==> config.mk <==
export PLATFORM = sky130hd
export DESIGN_NAME = multi_debouncer
export DESIGN_NICKNAME = d
export VERILOG_FILES = /design/src/rtl/db_pkg.sv /design/src/rtl/debounce_channel.sv /design/src/rtl/multi_debouncer.sv
export SDC_FILE = /design/constraint.sdc
export NUM_CORES = 1
export LEC_CHECK = 0
export ABC_CLOCK_PERIOD_IN_PS = 2300
export CAP_MARGIN = 5
export CORE_AREA = 8 8 75 77
export CTS_CLUSTER_DIAMETER = 50
export DETAILED_ROUTE_END_ITERATION = 7
export DIE_AREA = 0 0 83 85
export GPL_ROUTABILITY_DRIVEN = 0
export PLACE_DENSITY = 0.77
export SLEW_MARGIN = 10
export SYNTH_ARGS = -nofsm -noshare
export SYNTH_HDL_FRONTEND = slang
export SYNTH_SLANG_ARGS = --single-unit
export TNS_END_PERCENT = 50
==> constraint.sdc <==
create_clock -name clk -period 2.3 [get_ports clk]
set_clock_uncertainty 0.1 [all_clocks]
set_input_delay 0.69 -clock clk [delete_from_list [all_inputs] [get_ports clk]]
set_output_delay 0.69 -clock clk [all_outputs]
set_load 0.005 [all_outputs]
==> src/rtl/db_pkg.sv <==
// Shared definitions for the multi-channel debouncer: channel state
// encoding and a width helper for the prescaler and stability counters.
package db_pkg;

  // Channel states. Bit 1 of the encoding is the debounced level.
  typedef enum logic [1:0] {
    ZERO  = 2'b00,
    WAIT1 = 2'b01,
    ONE   = 2'b11,
    WAIT0 = 2'b10
  } db_state_e;

  // Number of bits needed to hold the values 0..value-1.
  function automatic int clog2(input int value);
    int r;
    r = 0;
    while ((1 << r) < value) begin
      r = r + 1;
    end
    return r;
  endfunction

endpackage

==> src/rtl/debounce_channel.sv <==
// One debouncer channel: input synchroniser, tick-sampled stability FSM
// with consecutive-sample counter, registered level and edge pulses.
module debounce_channel
  import db_pkg::*;
#(
  parameter int STABLE_TICKS = 4,
  parameter int SYNC_STAGES  = 2
) (
  input  logic clk,
  input  logic rst,
  input  logic i_tick,
  input  logic i_raw,
  output logic o_out,
  output logic o_rise,
  output logic o_fall
);

  localparam int            CW       = clog2(STABLE_TICKS + 1);
  localparam logic [CW-1:0] CNT_ONE  = CW'(1);
  localparam logic [CW-1:0] CNT_LAST = CW'(STABLE_TICKS - 1);

  logic [SYNC_STAGES-1:0] r_sync;
  logic                   w_s;
  db_state_e              r_state;
  db_state_e              w_state_nxt;
  logic [CW-1:0]          r_cnt;
  logic [CW-1:0]          w_cnt_nxt;
  logic                   r_out;
  logic                   w_out_nxt;
  logic                   r_rise;
  logic                   r_fall;

  assign w_s = r_sync[SYNC_STAGES-1];

  // Shift the raw pin through the synchroniser chain every clock.
  always_ff @(posedge clk or posedge rst) begin
    // NOTE: non-blocking assignment lets each stage capture its predecessor's
    // pre-edge value; blocking here would collapse the chain into one flop.
    if (rst) begin
      r_sync <= '0;
    end else begin
      r_sync <= {r_sync[SYNC_STAGES-2:0], i_raw};
    end
  end

  // Next state and counter; only a sample tick can move the FSM.
  always_comb begin
    // NOTE: hold values are assigned before the case so every path drives
    // both signals and no latch is inferred.
    w_state_nxt = r_state;
    w_cnt_nxt   = r_cnt;
    if (i_tick) begin
      case (r_state)
        ZERO: begin
          if (w_s) begin
            w_state_nxt = WAIT1;
            w_cnt_nxt   = CNT_ONE;
          end
        end
        WAIT1: begin
          if (!w_s) begin
            w_state_nxt = ZERO;
            w_cnt_nxt   = '0;
          end else if (r_cnt == CNT_LAST) begin
            w_state_nxt = ONE;
            w_cnt_nxt   = '0;
          end else begin
            w_cnt_nxt = r_cnt + CNT_ONE;
          end
        end
        ONE: begin
          if (!w_s) begin
            w_state_nxt = WAIT0;
            w_cnt_nxt   = CNT_ONE;
          end
        end
        WAIT0: begin
          if (w_s) begin
            w_state_nxt = ONE;
            w_cnt_nxt   = '0;
          end else if (r_cnt == CNT_LAST) begin
            w_state_nxt = ZERO;
            w_cnt_nxt   = '0;
          end else begin
            w_cnt_nxt = r_cnt + CNT_ONE;
          end
        end
        default: begin
          w_state_nxt = ZERO;
          w_cnt_nxt   = '0;
        end
      endcase
    end
  end

  assign w_out_nxt = (w_state_nxt == ONE) || (w_state_nxt == WAIT0);

  // State, counter, level and one-cycle edge pulses aligned with the level change.
  always_ff @(posedge clk or posedge rst) begin
    if (rst) begin
      r_state <= ZERO;
      r_cnt   <= '0;
      r_out   <= 1'b0;
      r_rise  <= 1'b0;
      r_fall  <= 1'b0;
    end else begin
      r_state <= w_state_nxt;
      r_cnt   <= w_cnt_nxt;
      r_out   <= w_out_nxt;
      r_rise  <= w_out_nxt & ~r_out;
      r_fall  <= ~w_out_nxt & r_out;
    end
  end

  assign o_out  = r_out;
  assign o_rise = r_rise;
  assign o_fall = r_fall;

endmodule

==> src/rtl/multi_debouncer.sv <==
// N-channel debouncer top: shared sample-tick prescaler feeding one
// debounce_channel instance per input bit.
module multi_debouncer
  import db_pkg::*;
#(
  parameter int CHANNELS     = 4,
  parameter int TICK_DIV     = 32,
  parameter int STABLE_TICKS = 4,
  parameter int SYNC_STAGES  = 2
) (
  input  logic                clk,
  input  logic                rst,
  input  logic                en,
  input  logic [CHANNELS-1:0] in,
  output logic [CHANNELS-1:0] out,
  output logic [CHANNELS-1:0] rise,
  output logic [CHANNELS-1:0] fall,
  output logic                tick
);

  localparam int            QW     = clog2(TICK_DIV);
  localparam logic [QW-1:0] Q_LAST = QW'(TICK_DIV - 1);
  localparam logic [QW-1:0] Q_ONE  = QW'(1);

  logic [QW-1:0] r_q;
  logic          w_tick;

  // Tick is decoded from the counter and gated by enable so a frozen
  // prescaler never leaves the channels seeing a stuck tick.
  assign w_tick = en && (r_q == Q_LAST);

  // Prescaler: count 0..TICK_DIV-1 while enabled, hold otherwise.
  always_ff @(posedge clk or posedge rst) begin
    if (rst) begin
      r_q <= '0;
    end else if (en) begin
      r_q <= w_tick ? '0 : r_q + Q_ONE;
    end
  end

  for (genvar g = 0; g < CHANNELS; g++) begin : g_ch
    debounce_channel #(
      .STABLE_TICKS(STABLE_TICKS),
      .SYNC_STAGES (SYNC_STAGES)
    ) u_ch (
      .clk   (clk),
      .rst   (rst),
      .i_tick(w_tick),
      .i_raw (in[g]),
      .o_out (out[g]),
      .o_rise(rise[g]),
      .o_fall(fall[g])
    );
  end

  assign tick = w_tick;

endmodule
==> flow_summary.json <==
{
  "outcome": "completed",
  "fp.dieH_um": 85,
  "fmax_mhz": 445,
  "grt_use_met3": 0.0421,
  "busiest_layer": "met2",
  "dr.pass1.iters": 4,
  "root_buffer": "clkbuf_8",
  "via_per_inst": 5.52,
  "clk_latency_ps": 300,
  "ys_seq_area_frac": 0.455,
  "grt_max_degree": 24,
  "io_buffers": 19,
  "cts_sinks": 45,
  "hold_viol": 0,
  "slowest_delay_ps": 390,
  "finalNonFillerCells": 311,
  "synth_seq_cells": 45,
  "fin_total_pwr_mw": 2.49,
  "grt_pass1_vias": 1718,
  "tightest_slew_ps": 474,
  "nFillCells": 373,
  "setup_viol": 0,
  "rrSetupSlack_ps": 350,
  "synthMuxAreaShare": 0.0440,
  "yosysTopAreaCell": "dfrtp_1",
  "yosys.area.top_type_share": 0.455,
  "pin_count": 20,
  "syn_inst": 237,
  "nNetsFinal": 286,
  "min_path_type": "flop to flop",
  "cts.htree.levels": 2,
  "synth.distinct_cells": 41,
  "ir_drop_mv": 0.354,
  "reg2reg_depth": 7,
  "grt_antenna_before_repair": 0,
  "rows": 25,
  "crit_fanout": 2,
  "cts_tree": "yes",
  "grt_use_met2": 0.204,
  "cp-end-kind": "output pin",
  "whs_path_depth": 0,
  "post-dp-hpwl_mm": 3.08,
  "path_cells": "ha_2 -> and3_4 -> ha_4 -> nand2_4 -> clkinv_2 -> buf_2",
  "crit_type": "flop to output pin",
  "drtIter0Drc": 75,
  "hp-start": "g_ch[1].u_ch.r_sync[0]$_DFF_PP0_",
  "cts.path.max_buffers": 2,
  "maxSlewViolCount": 0,
  "start_util": 0.545,
  "r2r_end": "g_ch[3].u_ch.r_cnt[0]$_DFFE_PP0P_",
  "use_met1": 0.141,
  "regToRegStartpoint": "r_q[0]$_DFFE_PP0P_",
  "maxSlewHeadroom": 0.682,
  "rsz0062_at_grt": "false",
  "avgRoutedWirePerCell_um": 13.2,
  "die_area_um2": 7060,
  "syn_area_per_cell_um2": 10.4,
  "ant_nets": 0,
  "drv_cap": 0,
  "yosys-top-cells-area": "dfrtp_1 (46%), ha_1 (11%), buf_4 (3.9%)",
  "p_leak_nw": 1.38,
  "grt_overflow": 0,
  "cts_buffers": 5,
  "syn_area_um2": 2470,
  "holdPathEnd": "g_ch[1].u_ch.r_sync[1]$_DFF_PP0_",
  "postCtsHoldBufs": 0,
  "startpoint_type": "flop",
  "cts.repair_timing.setup_buffer_count": 0,
  "drt-total-wl_mm": 4.12,
  "clkTransAtPathRegs_ps": 80,
  "diodes": 0,
  "synth_compound_area_frac": 0.175,
  "finalCriticalPeriod_ps": 2250,
  "p_per_area_nw_per_um2": 885,
  "remaining_drc_errors": 0,
  "synth-xor-area-share": 0,
  "synth_top_family_by_area": "compound AO/OA/AOI/OAI gates",
  "grt_pass1_wl_mm": 7.39,
  "yosysWarnings": 0,
  "post-route-period-util": 0.976,
  "dp.cells": 304,
  "syn_to_final_growth_pct": 14.1,
  "grt.total_usage": 0.125,
  "synth_simple_gate_area_frac": 0.138,
  "vias": 1717,
  "synth_nets": 266,
  "core_um2": 4540,
  "dieWidth_um": 83,
  "crit_arrival_ps": 1460,
  "layout-drive-gt1-share": 0.167,
  "crit_required_ps": 1510,
  "crit_slowest_cell": "dfrtp_1",
  "synth_adder_area_share": 0.111
}
[logic make-up after synthesis]
group                    count (synthesis)
AO/OA/AOI/OAI                           57
adder cells (fa/ha/maj)                 22
buffers and inverters                   35
flip-flops                              45
multiplexers                             9
AND/OR/NAND/NOR                         69
[timing repair]
action,CTS,global route
resized for setup,9,0
endpoints found under the setup margin,1,1
pin swaps,1,1
[worst max-delay path: cells and delay by family, from the launching register on]
kind | cells | cell delay [ps]
flops | 1 | 390
fa+ha+maj | 2 | 350
simple gates | 2 | 240
buf+inv | 2 | 170
[power by group]
group	switching [mW]	internal, mW
logic	0.399	0.448
clock network	0.253	0.316
registers	0.137	0.941
[how the worst max path moves through the flow]
stage | startpoint | to | depth (start not counted)
6_report | r_q[0]$_DFFE_PP0P_ | tick | 6
5_1_grt | r_q[0]$_DFFE_PP0P_ | tick | 6
4_1_cts | r_q[1]$_DFFE_PP0P_ | tick | 6
3_5_place_dp | en | tick | 4
3_3_place_gp | en | tick | 4
2_1_floorplan | r_q[0]$_DFFE_PP0P_ | tick | 5
[Yosys cell counts, drive strengths merged]
master,number
a211o,2
a211oi,2
a21bo,2
a21o,2
a21oi,8
a221oi,1
a22o,3
a311oi,1
a31o,1
a31oi,2
a32o,3
a41oi,2
and2,1
and3,3
and3b,1
buf,15
clkbuf,1
clkinv,1
dfrtp,45
ha,22
inv,18
mux2,9
nand2,20
nand2b,4
nand3,5
nand3b,4
nor2,26
nor2b,4
nor3b,1
o211a,3
o211ai,3
o21a,6
o21ai,12
o22ai,2
o31ai,2
[placed cells by master, fill, tap and decap left out, types with 2 or more instances in the layout]
cell type and n:
a21oi_1 8, a21o_1 2, a41oi_1 2, dfrtp_1 45
ha_1 20, nor2b_1 2, nand2b_1 4, a21bo_2 2
a211o_4 2, o211a_1 3, o21a_1 6, nand2_1 19
clkdlybuf4s50_1 18, o31ai_1 2, nor2_1 26, o211ai_1 3
and3_1 2, mux2_4 2, inv_1 17, a211oi_1 2
clkbuf_8 5, buf_4 9, a32o_1 3, clkinv_2 2
o22ai_1 2, mux2_2 7, nand3_1 5, o21ai_0 12
nor2b_4 2, nand3b_1 4, a22o_2 2, a31oi_1 2
[layout make-up]
type                            instances  area [um2]  share of cell area
Multi-Input combinational cell        157        1180               0.417
Sequential cell                        45        1130               0.399
Timing Repair Buffer                   29         273              0.0967
Inverter                               19        72.6              0.0257
Clock buffer                            5        68.8              0.0244
Tap cell                               54        67.6              0.0240
Clock inverter                          2        35.0              0.0124
[metrics by stage]
step                       util  setup TNS, ps  setup slack [ps]  area (um2)  hold WS [ps]
after floorplan               -              0               247        2470           231
after global placement    0.595           -362              -329        2700           234
after detailed placement  0.595           -388              -334        2700           236
after CTS                 0.622              0              52.6        2820           256
after global routing      0.622              0              7.90        2820           264
final                     0.622              0              54.2        2820           249
[state kept, by name (all words and copies together), names as in the netlist]
register           cells
g_ch.u_ch.r_cnt       12
g_ch.u_ch.r_state      8
g_ch.u_ch.r_sync       8
r_q                    5
g_ch.u_ch.o_fall       4
g_ch.u_ch.o_out        4
g_ch.u_ch.o_rise       4
[routing by layer]
metal | up-vias | wire [um]
li1 | 845 | -
met1 | 828 | 1830
met2 | 37 | 2020
met3 | 7 | 183
met4 | 0 | 82
met5 | - | 0
Power figures use the tool's default switching activity.
